==> config.mk <==
export PLATFORM = sky130hd
export DESIGN_NAME = sn76489_cpu_interface_flat
export DESIGN_NICKNAME = d
export VERILOG_FILES = /design/src/rtl/sn76489_cpu_interface_pkg.sv /design/src/rtl/sn76489_cpu_interface_if.sv /design/src/rtl/sn76489_cpu_interface.sv /design/src/flat_wrapper.sv
export SDC_FILE = /design/constraint.sdc
export NUM_CORES = 1
export LEC_CHECK = 0
export ABC_CLOCK_PERIOD_IN_PS = 2450
export CORE_AREA = 2 2 73 89
export CTS_CLUSTER_DIAMETER = 50
export CTS_CLUSTER_SIZE = 40
export DETAILED_ROUTE_END_ITERATION = 10
export DIE_AREA = 0 0 75 91
export GPL_TIMING_DRIVEN = 0
export PLACE_DENSITY = 0.77
export REMOVE_ABC_BUFFERS = 1
export SLEW_MARGIN = 20
export SYNTH_ARGS = -nofsm -noshare
export SYNTH_HDL_FRONTEND = slang
export SYNTH_SLANG_ARGS = --single-unit
==> constraint.sdc <==
create_clock -name clock -period 2.45 [get_ports clock]
set_input_delay 0.3675 -clock clock [delete_from_list [all_inputs] [get_ports clock]]
set_output_delay 0.3675 -clock clock [all_outputs]
set_load 0.02 [all_outputs]
==> src/rtl/sn76489_cpu_interface_pkg.sv <==
// Shared definitions for the SN76489 CPU write port.
// Contents: 3-bit register select codes as they appear in d[3:1] of a latch byte,
// the attenuation reset value, the write-cycle length and the FSM state type.
package sn76489_cpu_interface_pkg;

  localparam logic [2:0] REG_FREQ1    = 3'b000;
  localparam logic [2:0] REG_FREQ3    = 3'b001;
  localparam logic [2:0] REG_FREQ2    = 3'b010;
  localparam logic [2:0] REG_NOISE    = 3'b011;
  localparam logic [2:0] REG_ATT1     = 3'b100;
  localparam logic [2:0] REG_ATT3     = 3'b101;
  localparam logic [2:0] REG_ATT2     = 3'b110;
  localparam logic [2:0] REG_ATTNOISE = 3'b111;

  localparam logic [3:0] ATT_RESET = 4'hF;

  // Clocks from write start to commit; the counter holds 1..WRITE_CYCLES-1.
  localparam int unsigned WRITE_CYCLES = 32;
  localparam logic [4:0]  CNT_LAST     = 5'(WRITE_CYCLES - 1);

  typedef enum logic [1:0] {
    ST_IDLE,
    ST_WRITE,
    ST_DONE
  } state_t;

endpackage

==> src/rtl/sn76489_cpu_interface_if.sv <==
// CPU bus of the SN76489 write port.
//   d     : data byte from the CPU
//   nWE   : write enable, active low
//   nCE   : chip enable, active low
//   ready : 0 while selected and the write cycle has not completed
// master = CPU side, slave = PSG side.
interface sn76489_cpu_interface_if;
  logic [7:0] d;
  logic       nWE;
  logic       nCE;
  logic       ready;

  modport master (output d, output nWE, output nCE, input ready);
  modport slave  (input d, input nWE, input nCE, output ready);
endinterface

==> src/rtl/sn76489_cpu_interface.sv <==
// CPU-side write port of the SN76489 PSG.
// A byte is captured when nCE and nWE both go low, held for a 32-clock write
// cycle (ready low), then decoded into the tone, attenuation and noise registers.
// Ports:
//   clock, reset   : PSG clock, synchronous active-high reset
//   bus            : CPU bus (d, nWE, nCE in; ready out)
//   freq1..freq3   : 10-bit tone period registers
//   att1..att3     : 4-bit tone attenuation registers
//   attNoise       : 4-bit noise attenuation register
//   noiseControl   : 3-bit noise control register
module sn76489_cpu_interface
  import sn76489_cpu_interface_pkg::*;
(
  input  logic                          clock,
  input  logic                          reset,
  sn76489_cpu_interface_if.slave        bus,
  output logic [9:0]                    freq1,
  output logic [9:0]                    freq2,
  output logic [9:0]                    freq3,
  output logic [3:0]                    att1,
  output logic [3:0]                    att2,
  output logic [3:0]                    att3,
  output logic [3:0]                    attNoise,
  output logic [2:0]                    noiseControl
);

  state_t      r_state;
  state_t      w_state_nxt;
  logic [4:0]  r_cnt;
  logic [4:0]  w_cnt_nxt;
  logic        r_ready;
  logic        w_ready_nxt;
  logic        w_capture;
  logic        w_commit;
  logic [7:0]  r_byte;
  logic [2:0]  r_latched;

  logic [9:0]  r_freq1;
  logic [9:0]  r_freq2;
  logic [9:0]  r_freq3;
  logic [3:0]  r_att1;
  logic [3:0]  r_att2;
  logic [3:0]  r_att3;
  logic [3:0]  r_att_noise;
  logic [2:0]  r_noise_ctrl;

  always_comb begin
    w_state_nxt = r_state;
    w_cnt_nxt   = r_cnt;
    w_ready_nxt = r_ready;
    w_capture   = 1'b0;
    w_commit    = 1'b0;
    unique case (r_state)
      ST_IDLE: begin
        if (bus.nCE) begin
          w_ready_nxt = 1'b1;
        end else begin
          w_ready_nxt = 1'b0;
          if (!bus.nWE) begin
            w_capture   = 1'b1;
            w_cnt_nxt   = 5'd1;
            w_state_nxt = ST_WRITE;
          end
        end
      end
      ST_WRITE: begin
        if (bus.nCE || bus.nWE) begin
          w_ready_nxt = 1'b1;
          w_state_nxt = ST_IDLE;
        end else if (r_cnt == CNT_LAST) begin
          w_commit    = 1'b1;
          w_ready_nxt = 1'b1;
          w_state_nxt = ST_DONE;
        end else begin
          w_cnt_nxt = r_cnt + 5'd1;
        end
      end
      ST_DONE: begin
        // No retrigger while still selected: a new write needs nCE to rise first.
        w_ready_nxt = 1'b1;
        if (bus.nCE) begin
          w_state_nxt = ST_IDLE;
        end
      end
      default: begin
        w_ready_nxt = 1'b1;
        w_state_nxt = ST_IDLE;
      end
    endcase
  end

  always_ff @(posedge clock) begin
    if (reset) begin
      r_state      <= ST_IDLE;
      r_cnt        <= '0;
      r_ready      <= 1'b1;
      r_byte       <= '0;
      r_latched    <= REG_FREQ1;
      r_freq1      <= '0;
      r_freq2      <= '0;
      r_freq3      <= '0;
      r_att1       <= ATT_RESET;
      r_att2       <= ATT_RESET;
      r_att3       <= ATT_RESET;
      r_att_noise  <= ATT_RESET;
      r_noise_ctrl <= '0;
    end else begin
      r_state <= w_state_nxt;
      r_cnt   <= w_cnt_nxt;
      r_ready <= w_ready_nxt;
      if (w_capture) begin
        r_byte <= bus.d;
      end
      if (w_commit) begin
        if (r_byte[0]) begin
          // Latch byte: select register and load its high/only field.
          r_latched <= r_byte[3:1];
          case (r_byte[3:1])
            REG_FREQ1:    r_freq1[9:6] <= r_byte[7:4];
            REG_FREQ2:    r_freq2[9:6] <= r_byte[7:4];
            REG_FREQ3:    r_freq3[9:6] <= r_byte[7:4];
            REG_NOISE:    r_noise_ctrl <= r_byte[7:5];
            REG_ATT1:     r_att1       <= r_byte[7:4];
            REG_ATT2:     r_att2       <= r_byte[7:4];
            REG_ATT3:     r_att3       <= r_byte[7:4];
            REG_ATTNOISE: r_att_noise  <= r_byte[7:4];
          endcase
        end else begin
          // Data byte only reaches tone registers; others ignore it.
          case (r_latched)
            REG_FREQ1: r_freq1[5:0] <= r_byte[7:2];
            REG_FREQ2: r_freq2[5:0] <= r_byte[7:2];
            REG_FREQ3: r_freq3[5:0] <= r_byte[7:2];
            default: ;
          endcase
        end
      end
    end
  end

  assign bus.ready    = r_ready;
  assign freq1        = r_freq1;
  assign freq2        = r_freq2;
  assign freq3        = r_freq3;
  assign att1         = r_att1;
  assign att2         = r_att2;
  assign att3         = r_att3;
  assign attNoise     = r_att_noise;
  assign noiseControl = r_noise_ctrl;

endmodule

==> src/flat_wrapper.sv <==
// flat-port wrapper written by rule: the top's interface ports become plain ports
module sn76489_cpu_interface_flat import sn76489_cpu_interface_pkg::*;
  (clock, reset, freq1, freq2, freq3, att1, att2, att3, attNoise, noiseControl, bus_d, bus_nWE, bus_nCE, bus_ready);
  sn76489_cpu_interface_if bus_i ();
  input  logic clock;
  input  logic reset;
  output logic [9:0] freq1;
  output logic [9:0] freq2;
  output logic [9:0] freq3;
  output logic [3:0] att1;
  output logic [3:0] att2;
  output logic [3:0] att3;
  output logic [3:0] attNoise;
  output logic [2:0] noiseControl;
  input wire logic [$bits(bus_i.d)-1:0] bus_d;
  input wire logic [$bits(bus_i.nWE)-1:0] bus_nWE;
  input wire logic [$bits(bus_i.nCE)-1:0] bus_nCE;
  output wire logic [$bits(bus_i.ready)-1:0] bus_ready;
  assign bus_i.d = bus_d;
  assign bus_i.nWE = bus_nWE;
  assign bus_i.nCE = bus_nCE;
  assign bus_ready = bus_i.ready;
  sn76489_cpu_interface u_core (.clock(clock), .reset(reset), .bus(bus_i), .freq1(freq1), .freq2(freq2), .freq3(freq3), .att1(att1), .att2(att2), .att3(att3), .attNoise(attNoise), .noiseControl(noiseControl));
endmodule
==> results by stage, run 1 <==
Placement:
- Once placement finished, the instance area stood at 3550 um^2.
- The HPWL after detailed placement is 3.937 mm.
- The count of buffers from port buffering is 61.
- At the end of routability-driven placement, the weighted congestion stood at 0.7490.
- The total placed cells including tap cells is 405.
- Before CTS, the worst setup slack after placement is 11.13 ps.

Setup path:
- The critical path starts at u_core.r_cnt[0].
- The endpoint identified for the worst register-to-register timing path is u_core.att1[0].
- The worst register-to-register path begins at u_core.r_cnt[0].
- The depth of the most critical reg-to-reg path is 7.
- The endpoint kind of the worst setup timing path is a flop.
- Along the worst path, the maximum fanout reaches 15.
- For the worst setup path, the data required time is 2710 ps.
- The arrival time at the worst endpoint is 2470 ps.
- Across all register-to-register paths, the minimum setup slack is 250 ps.
- The critical setup path kind is reg2reg.
- STA classifies the critical path startpoint as a flop.

GRT:
- The pin count of the biggest net entering global routing is 44.
- The number of global-route vias before repair is 2046.
- The number of antenna violations at the first check in global routing was 0.
- In the global route stage, overall resource usage came out at 18.48%.
- The first-pass GRT wire length is 9.694 mm.
- After global routing the overflow that remains totals 0.

Detailed routing:
- The number of nets still failing antenna checks after routing is 0.
- Before antenna repair, the detailed router went through 4 iterations.
- The vias per cell is 5.083.
- The routed layout has 2150 vias.
- For this run, design rule violations remaining after detail routing come to 0.
- The post-detailed-route wirelength per cell is 13.71 um.
- The final wirelength is 5.799 mm.
- The first routing iteration left 100 violations.

Power:
- Summed over all nets, the switching power comes to 493.5 uW.
- Power comes to 2.252 mW.
- Of the total power, combinational logic draws 4.5%.
- Summed over all cells, the static leakage comes to 1.452 nW.
- The clock network fraction of design power is 45.4%.
- The total power per unit cell area is 594.3 nW/um^2.
- The internal power of the cells totals 1.759 mW.
- IR analysis of the VDD net gives a maximum drop of 372.1 uV.
- The sequential fraction of design power is 50.1%.
- The fraction of power spent switching nets is 21.91%.

Logic synthesis:
- The count of synthesis-stage warnings from yosys is 0.
- The post-synthesis area per instance is 10.52 um^2.
- The count of different cell masters after synthesis is 33.
- The share of async-settable or async-resettable flops after synthesis is 0%.
- After technology mapping, the gate count stands at 275.
- Of the synthesized area, sequential elements account for 47.06%.
- The count of flip-flops with a built-in enable after synthesis is 0.
- The summed instance area of the synthesized netlist is 2893 um^2.
- Counting flops and latches in the post-synthesis netlist gives 68.
- The prevailing post-synth register cell is sky130_fd_sc_hd__dfxtp_1.

STA:
- The maximum frequency from static timing analysis is 0.4537 GHz.
- The worst setup skew after layout is 5.747 ps.
- In this run the tightest slew margin relative to its limit is 53.27%.
- At the pin with the least slew margin, the transition time is 700.0 ps.
- For the finished layout, the period the worst path requires is 2204 ps.
- The final max-slew violation count was 0.
- The post-layout worst setup margin is 245.8 ps.
- Setup violations remaining at the end of the flow were counted as 0.
- The share of the clock period used by the worst path is 89.97%.
- The setup total negative slack is 0 ps.
- The worst hold slack across all endpoints is 474.1 ps.
- The hold violation total from the final report is 0.
- Setup repair after global routing left no endpoint under its margin.

Die:
- In this run the core area contains 31 standard-cell rows.
- The chip width is 75 um.
- The die covers 6825 um^2.
- Once the floorplan was initialized, standard cells occupied 48.75% of the core.
- The core region is 5934 um^2.
- The chip height is 91 um.
- The boundary pin count is 62.

Outcome:
- The flow ran to the end, and the final reports show no timing, DRC or antenna violations.

Cells and area:
- After routing the design area is 3790 um^2.
- The final antenna diode count is 0.
- The leading cell type in the layout, fill and taps excluded is sky130_fd_sc_hd__dfxtp_1.
- The layout net count is 350.
- From synthesis to final layout, the design area changed by 31.01%.
- In the layout the commonest cells are sky130_fd_sc_hd__dfxtp_1, sky130_fd_sc_hd__clkdlybuf4s50_1, sky130_fd_sc_hd__mux2i_1.
- In the final layout, the share of cells above drive strength 1 is 10.26%.
- At the end of the flow the core is filled with cells to 63.86%.
- For this run, the number of standard cells in the final layout without fillers is 423.

Clocking:
- In this run, CTS created clock tree buffers numbering 9.
- Clock tree synthesis selected as its root buffer the cell sky130_fd_sc_hd__clkbuf_8.
- CTS built an H-tree with a depth of 3.
- The CTS tree is built.
- The clock-pin slew on the worst setup and hold paths is 70 ps.
- The later pin in the worst-skew pair is clocked with a latency of 340 ps.
- The post-cts sizing count is 0.
- The total clock sinks is 68.
- The post-cts hold buffer count is 0.
- In this run the deepest clock path goes through 2 buffers.

Hold path:
- The path with the worst hold slack has its endpoint at u_core.freq2[2].
- The start point of the worst hold path is u_core.freq2[2].
- The number of cells traversed by the worst hold path is 2.
- The tightest min-delay check is of the reg2reg type.

Flow run:
- The tool flagged a number of max-cap violations equal to 0.
==> layer usage <==
| layer | vias to the layer above | track usage, % | wire length, um |
|---|---|---|---|
| li1 | 1079 | - | - |
| met1 | 998 | 23.44 | 2652 |
| met2 | 65 | 29.09 | 2745 |
| met3 | 8 | 5.660 | 319 |
| met4 | 0 | 6.696 | 81 |
| met5 | - | 0 | 0 |
==> synthesized netlist by cell type, types with 3 or more instances <==
cell | count | area (um^2)
sky130_fd_sc_hd__nor4_4 | 3 | 63.81
sky130_fd_sc_hd__nand4b_1 | 3 | 26.28
sky130_fd_sc_hd__mux2i_1 | 53 | 530.5
sky130_fd_sc_hd__nor3_4 | 6 | 97.59
sky130_fd_sc_hd__o21ai_0 | 8 | 40.04
sky130_fd_sc_hd__nor2_1 | 27 | 101.4
sky130_fd_sc_hd__a31oi_1 | 4 | 25.02
sky130_fd_sc_hd__nand2_1 | 9 | 33.78
sky130_fd_sc_hd__a21oi_1 | 8 | 40.04
sky130_fd_sc_hd__clkbuf_1 | 9 | 33.78
sky130_fd_sc_hd__nand2b_1 | 42 | 262.8
sky130_fd_sc_hd__a211oi_1 | 3 | 22.52
sky130_fd_sc_hd__dfxtp_1 | 68 | 1361
sky130_fd_sc_hd__nand3_1 | 8 | 40.04
==> power groups by stage <==
stage                     sequential, mW  combinational [mW]  clock [mW]
after floorplan                     1.15              0.0499           0
after global placement              1.15               0.100           0
after detailed placement            1.15               0.102           0
after CTS                           1.13               0.103        1.04
after global routing                1.13               0.111        1.08
final                               1.13               0.102        1.02
==> registers in the layout, summed over array words and instances (netlist names) <==
signal and cells:
u_core.freq3 10, u_core.freq2 10, u_core.att3 4, u_core.attNoise 4
u_core.r_cnt 5, u_core.r_state 2, u_core.att2 4, u_core.bus.ready 1
u_core.freq1 10, u_core.r_latched 3, u_core.r_byte 8, u_core.att1 4
u_core.noiseControl 3
==> how the worst max path moves through the flow <==
stage                        endpoint
2_1_floorplan          u_core.att1[0]
3_3_place_gp   u_core.noiseControl[0]
3_5_place_dp           u_core.att1[1]
4_1_cts               u_core.freq1[8]
5_1_grt                u_core.att1[0]
6_report               u_core.att1[0]
==> repair_timing <==
item,in CTS,in global routing
pin swaps,1,1
setup endpoints to repair,4,15
setup buffers,1,1
==> cell families (layout without fill, tap and decap cells) <==
logic type	Yosys count	count (layout)	share of synthesized area [%]
adders and majority gates	2	2	0.8649
muxes	54	54	18.73
DFF	68	68	47.06
buffers and inverters	14	80	2.465
AOI/OAI and AO/OA	24	24	4.671
and+or+nand+nor	113	113	26.21
==> critical path, stage by stage, from the launching register on <==
cell and delay [ps]:
sky130_fd_sc_hd__dfxtp_1 380, sky130_fd_sc_hd__ha_1 210, sky130_fd_sc_hd__and3_1 160, sky130_fd_sc_hd__ha_1 420, sky130_fd_sc_hd__nand4_1 150, sky130_fd_sc_hd__buf_4 220, sky130_fd_sc_hd__nor4_4 320, sky130_fd_sc_hd__mux2i_1 260
==> area by class of cell <==
type / count / area (um^2)
Clock buffer: 10 / 137.6
Clock inverter: 6 / 87.58
Fill cell: 515 / 2145
Multi-Input combinational cell: 193 / 1460
Sequential cell: 68 / 1361
Tap cell: 82 / 102.6
Timing Repair Buffer: 64 / 640.6
No activity file was read; power rests on OpenSTA's default activity.
==> run 2: changes to the inputs <==
Settings changed: GPL_TIMING_DRIVEN 0 to 1, PLACE_DENSITY 0.77 to 0.74.
==> run 2 against run 1 <==
Against the previous run:
- total power shrank 4.8%
- worst setup slack lost 59 ps
- routed wire length grew 7.1%
- largest power group unchanged
- sequential power is essentially flat
==> results by stage, run 2 (same netlist as run 1, synthesis figures left out) <==
Setup path:
- The arrival time at the worst endpoint is 2530 ps (+60 ps).
- The most common cell type on the critical path is sky130_fd_sc_hd__ha_1.
- The worst endpoint required time was 2720 ps (about the same).
- The depth of the critical timing path with buffers and inverters included is 7 (unchanged).
- STA classifies the critical path startpoint as a flop.
- The largest incremental delay on the critical path was 420 ps (about the same).
- The endpoint kind of the worst setup timing path is a flop.
- The highest net fanout along the worst path was 8 (-7).
- On the critical path, the stage with the largest delay is an instance of sky130_fd_sc_hd__nand4b_1.
- The depth of the most critical reg-to-reg path is 7 (unchanged).
- The signal on the critical path passes through ha_1 -> and3_1 -> ha_1 -> nand4b_1 -> nor4_4 -> buf_4 -> mux2i_1.
- The critical setup path kind is reg2reg.
- The critical path buffer and inverter count was 1 (unchanged).
- The kind of cell with the highest combined delay along the critical path is simple AND/OR/NAND/NOR gates.

STA:
- The setup total negative slack came to 0 ps (unchanged).
- The relative slew slack came to 60.47% (+7.2 points).
- The post-layout worst setup margin was 186.5 ps (-59.31 ps).
- The worst setup skew after layout is 7.060 ps (+1.312 ps).
- The maximum frequency from static timing analysis is 0.4418 GHz (-2.6%).
- The final period demand of the worst path is 2263 ps (+59.31 ps).
- The hold violation total from the final report is 0 (unchanged).
- The share of the clock period used by the worst path is 92.39% (+2.4 points).
- The slew at the pin with the worst max-slew slack is 588.6 ps (-111.4 ps).
- The worst hold slack across all endpoints is 434.3 ps (-39.76 ps).
- The final max-slew violation count is 0 (unchanged).
- The total setup violations reported at the end of the flow was 0 (unchanged).

Detailed routing:
- The number of design rule violations left after detail routing is 0 (unchanged).
- The violation count after the first detailed-routing iteration is 93 (-7.0%).
- The vias per cell came to 5.117 (+0.67%).
- The via count of the routed design came to 2190 (+1.9%).
- The first-pass detailed-route iteration total is 4 (unchanged).
- The number of nets still failing antenna checks after routing is 0 (unchanged).
- The post-detailed-route wirelength per cell came to 14.51 um (+5.9%).
- The final wirelength is 6.211 mm (+7.1%).

Cells and area:
- The final non-filler cell area is 3781 um^2 (-0.23%).
- The fraction of final layout cells with drive strength greater than 1 is 11.56% (+1.3 points).
- The share of the core filled with cells in the final layout is 63.71% (-0.15 points).
- The layout net count is 355 (+1.4%).
- The final antenna diode count is 0 (unchanged).
- The area overhead of the layout relative to synthesis is 30.71%.
- The final cell count without fillers came to 428 (+1.2%).
- The library cell used most frequently in the layout, excluding fill and tap cells, is sky130_fd_sc_hd__dfxtp_1.
- Leaving out fill and tap cells, the most frequent cells in the layout are sky130_fd_sc_hd__dfxtp_1, sky130_fd_sc_hd__clkdlybuf4s50_1, sky130_fd_sc_hd__mux2i_1.

GRT:
- The first-pass GRT wire length is 10.35 mm (+6.8%).
- The number of antenna violations at the first check in global routing is 0 (unchanged).
- The pin count of the biggest net entering global routing is 34 (-23%).
- The total congestion overflow is 0 (unchanged).
- The overall track demand over capacity in global routing is 19.59% (+1.1 points).
- The number of global-route vias before repair is 2152 (+5.2%).

Die:
- The boundary pin count is 62 (unchanged).
- The chip height came to 91 um (unchanged).
- The area of the core is 5934 um^2 (unchanged).
- The area of the die is 6825 um^2 (unchanged).
- The initial core utilization is 48.75% (unchanged).
- The chip width is 75 um (unchanged).
- The number of rows created at floorplan came to 31 (unchanged).

Power:
- The peak supply drop is 391.0 uV (+5.1%).
- The leakage power was 1.450 nW (-0.18%).
- The total power per unit cell area is 567.0 nW/um^2 (-4.6%).
- The overall power came to 2.144 mW (-4.8%).

Placement:
- The count of buffers from port buffering is 61 (unchanged).
- The total placed cells including tap cells is 411 (+1.5%).
- The placer congestion estimate is 0.7656 (+2.2%).
- The area after detailed placement came to 3582 um^2 (+0.92%).
- The HPWL after detailed placement is 4.238 mm (+7.7%).
- The minimum setup slack after placement was 206.7 ps (+195.6 ps).

Clocking:
- The CTS tree is built.
- The clock-pin slew on the worst setup and hold paths is 70 ps (about the same).
- The total clock sinks is 68 (unchanged).
- The largest buffer count on any clock path is 2 (unchanged).
- The post-cts sizing count is 0 (unchanged).
- The total clock buffers created by CTS is 9 (unchanged).
- The number of H-tree levels is 3 (unchanged).
- The buffer cell driving the clock tree root is sky130_fd_sc_hd__clkbuf_8.
- The later-pin clock latency in the skew report was 350 ps (about the same).

Hold path:
- In this run the worst hold path is classified as in2reg.
- The number of cells traversed by the worst hold path came to 2 (unchanged).

Flow run:
- The number of maximum-capacitance constraint violations was 0 (unchanged).

Outcome:
- The flow ran to the end, and the final reports show no timing, DRC or antenna violations.
run 2: cell types whose count changed in the layout (fill, tap and decap cells not counted), sizes merged:
| cell | previous run | this run |
|---|---|---|
| clkinv | 4 | 3 |
| clkbuf | 10 | 9 |
| buf | 4 | 9 |
| clkinvlp | 0 | 3 |
| bufinv | 2 | 1 |
run 2: area by class of cell:
type                       instances  area [um^2]
clock buffer                       9        123.9
sequential                        68         1361
clock inverter                     7        67.56
timing repair buffer              69        665.6
fill                             495         2153
multi-input combinational        193         1460
tap                               82        102.6
run 2: where the power goes:
group / leakage, nW / switching [mW] / internal [mW]
clock: 0.0910 / 0.444 / 0.464
sequential: 0.550 / 0.0137 / 1.11
combinational: 0.809 / 0.0614 / 0.0476
total: 1.45 / 0.519 / 1.62
run 2: worst paths after layout:
| path | startpoint | endpoint | slack, ps |
|---|---|---|---|
| setup reg to reg | u_core.r_cnt[1] | u_core.freq1[8] | 190 |
| hold reg to reg | u_core.noiseControl[2] | u_core.noiseControl[2] | 480 |
| setup / recovery | u_core.r_cnt[1] | u_core.freq1[8] | 190 |
| hold / removal | reset | u_core.r_byte[2] | 430 |
run 2: what timing repair did:
item	4_1_cts	5_1_grt
endpoints found under the hold margin	0	0
setup buffers	0	1
setup endpoints to repair	0	1
hold buffers	0	0
run 2: layer usage:
layer / up-vias / wire length [um] / track usage [%]
met4: 0 / 95 / 6.696
met3: 11 / 248 / 4.994
met5: - / 0 / 0
li1: 1089 / - / -
met1: 1037 / 2920 / 26.19
met2: 53 / 2947 / 30.34
==> run 3: changes to the inputs <==
Settings changed: CORE_AREA 2 2 73 89 to 8 8 79 95, DIE_AREA 0 0 75 91 to 0 0 87 103.
==> run 3 against run 2 <==
Against the previous run:
- core utilization decreased by 0.13 points
- sequential power hardly changed
- fmax up 1.9%
- clock power decreased by 2%
- largest power group unchanged
==> results by stage, run 3 (same netlist as run 1, synthesis figures left out) <==
STA:
- The slew at the pin with the worst max-slew slack is 598.1 ps (+9.543 ps).
- The total setup violations reported at the end of the flow is 0 (unchanged).
- The worst setup skew after layout came to 9.043 ps (+1.983 ps).
- Setup repair after global routing left no endpoint under its margin.
- The final period demand of the worst path is 2222 ps (-41.99 ps).
- The relative slew slack is 59.82% (-0.64 points).
- The post-layout worst setup margin was 228.5 ps (+41.99 ps).
- The share of the clock period used by the worst path is 90.67% (-1.7 points).
- The setup total negative slack came to 0 ps (unchanged).
- The final max-slew violation count was 0 (unchanged).
- The maximum frequency from static timing analysis is 0.4501 GHz (+1.9%).
- The hold violation total from the final report is 0 (unchanged).

Clocking:
- In this run the clock root is driven by a sky130_fd_sc_hd__clkbuf_8.
- The setup fix buffers added after clock tree synthesis was 0 (unchanged).
- The largest buffer count on any clock path is 2 (unchanged).
- The total clock buffers created by CTS is 9 (unchanged).
- The total clock sinks is 68 (unchanged).
- TritonCTS built the clock tree.
- The post-cts sizing count is 0 (unchanged).
- The clock-pin slew on the worst setup and hold paths is 70 ps (about the same).
- The post-cts hold buffer count is 0 (unchanged).
- The later-pin clock latency in the skew report is 340 ps (about the same).
- The number of H-tree levels is 3 (unchanged).

GRT:
- The pin count of the biggest net entering global routing was 33 (-2.9%).
- The number of antenna violations at the first check in global routing is 0 (unchanged).
- The number of global-route vias before repair came to 2210 (+2.7%).
- The total congestion overflow is 0 (unchanged).
- The first-pass GRT wire length was 10.79 mm (+4.3%).
- The overall track demand over capacity in global routing is 15.42% (-4.2 points).

Setup path:
- The critical setup path kind is reg2reg.
- The highest net fanout along the worst path is 8 (unchanged).
- The endpoint kind of the worst setup timing path is a flop.
- The startpoint type of the worst setup path is a flop.
- The arrival time at the worst endpoint is 2490 ps (-40 ps).
- The worst endpoint required time is 2720 ps (about the same).
- The depth of the most critical reg-to-reg path is 6 (-1).

Cells and area:
- The library cell used most frequently in the layout, excluding fill and tap cells, is sky130_fd_sc_hd__dfxtp_1.
- The final antenna diode count is 0 (unchanged).
- The total of fill cells in the finished design is 510 (+3.0%).
- From synthesis to final layout, the design area changed by 30.45%.
- The fraction of final layout cells with drive strength greater than 1 came to 11.01% (-0.55 points).
- The library cells used most frequently in the layout, excluding fill and tap cells, are sky130_fd_sc_hd__dfxtp_1, sky130_fd_sc_hd__clkdlybuf4s50_1, sky130_fd_sc_hd__mux2i_1.
- The layout net count is 354 (-0.28%).
- The share of the core filled with cells in the final layout is 63.59% (-0.13 points).

Flow run:
- The number of maximum-capacitance constraint violations was 0 (unchanged).

Die:
- The chip height is 103 um (+13%).
- The boundary pin count is 62 (unchanged).
- The initial core utilization is 48.75% (unchanged).
- The area of the core is 5934 um^2 (unchanged).
- The number of rows created at floorplan came to 31 (unchanged).
- The area of the die is 8961 um^2 (+31%).
- The chip width is 87 um (+16%).

Detailed routing:
- The final wirelength is 6.516 mm (+4.9%).
- The first-pass detailed-route iteration total was 4 (unchanged).
- The violation count after the first detailed-routing iteration is 106 (+14%).
- The vias per cell is 5.108 (-0.18%).
- The number of design rule violations left after detail routing is 0 (unchanged).
- The via count of the routed design is 2181 (-0.41%).
- The number of nets still failing antenna checks after routing is 0 (unchanged).
- The post-detailed-route wirelength per cell is 15.26 um (+5.2%).

Placement:
- The count of buffers from port buffering is 61 (unchanged).
- The minimum setup slack after placement is 240.4 ps (+33.70 ps).
- The placer congestion estimate is 0.8216 (+7.3%).
- The HPWL after detailed placement is 4.612 mm (+8.8%).

Power:
- The leakage power came to 1.446 nW (-0.24%).
- The peak supply drop is 427.0 uV (+9.2%).
- The total power per unit cell area is 564.2 nW/um^2 (-0.50%).

Outcome:
- The flow ran to the end, and the final reports show no timing, DRC or antenna violations.

Hold path:
- The number of cells traversed by the worst hold path was 2 (unchanged).
- The min-delay analysis places its worst path in the category reg2reg.
run 3: cell count changes in the layout (fill, tap and decap cells not counted), sizes merged:
| cell | previous run | this run |
|---|---|---|
| buf | 9 | 8 |
| clkbuf | 9 | 10 |
| clkinv | 3 | 2 |
| inv | 0 | 1 |
| clkinvlp | 3 | 2 |
run 3: cell type report:
cell class                      count  area (um^2)  area share [%]
Tap cell                           82        102.6           2.719
Multi-Input combinational cell    193         1460           38.69
Sequential cell                    68         1361           36.07
Clock inverter                      6        63.81           1.691
Timing Repair Buffer               68        658.1           17.44
Clock buffer                       10        127.6           3.382
run 3: worst paths after layout:
check / from / endpoint / slack [ps]
max: u_core.r_cnt[0] / u_core.freq1[7] / 230
max reg2reg: u_core.r_cnt[0] / u_core.freq1[7] / 230
min reg2reg: u_core.freq1[2] / u_core.freq1[2] / 470
min: u_core.freq1[2] / u_core.freq1[2] / 470
run 3: power by group:
group          leakage (nW)  internal [mW]  total (mW)  switching (mW)
sequential            0.550           1.11        1.13          0.0139
combinational         0.804         0.0476       0.109          0.0611
clock                0.0927          0.470       0.893           0.423
total                  1.45           1.63        2.13           0.498
run 3: metrics by stage:
stage	std cells	hold WS (ps)	power, mW	area [um^2]
final	427	474.7	2.129	3774
after global routing	427	501.4	2.215	3774
after CTS	427	476.1	2.153	3774
after detailed placement	411	465.4	1.263	3582
after global placement	411	456.9	1.260	3582
after floorplan	261	436.6	1.201	2821
run 3: layer usage:
metal | global-route usage, % | up-vias | routed length [um]
met4 | 9.296 | 0 | 143
met2 | 24.54 | 52 | 3025
met5 | 0 | - | 0
li1 | - | 1092 | -
met3 | 3.429 | 11 | 305
met1 | 18.60 | 1026 | 3042
run 3: critical path, cell delays in order (launching register included):
cell and delay (ps):
sky130_fd_sc_hd__dfxtp_1 390, sky130_fd_sc_hd__ha_1 200, sky130_fd_sc_hd__and3_1 160, sky130_fd_sc_hd__ha_1 290, sky130_fd_sc_hd__nand4b_1 410, sky130_fd_sc_hd__nor4_4 470, sky130_fd_sc_hd__mux2i_1 230
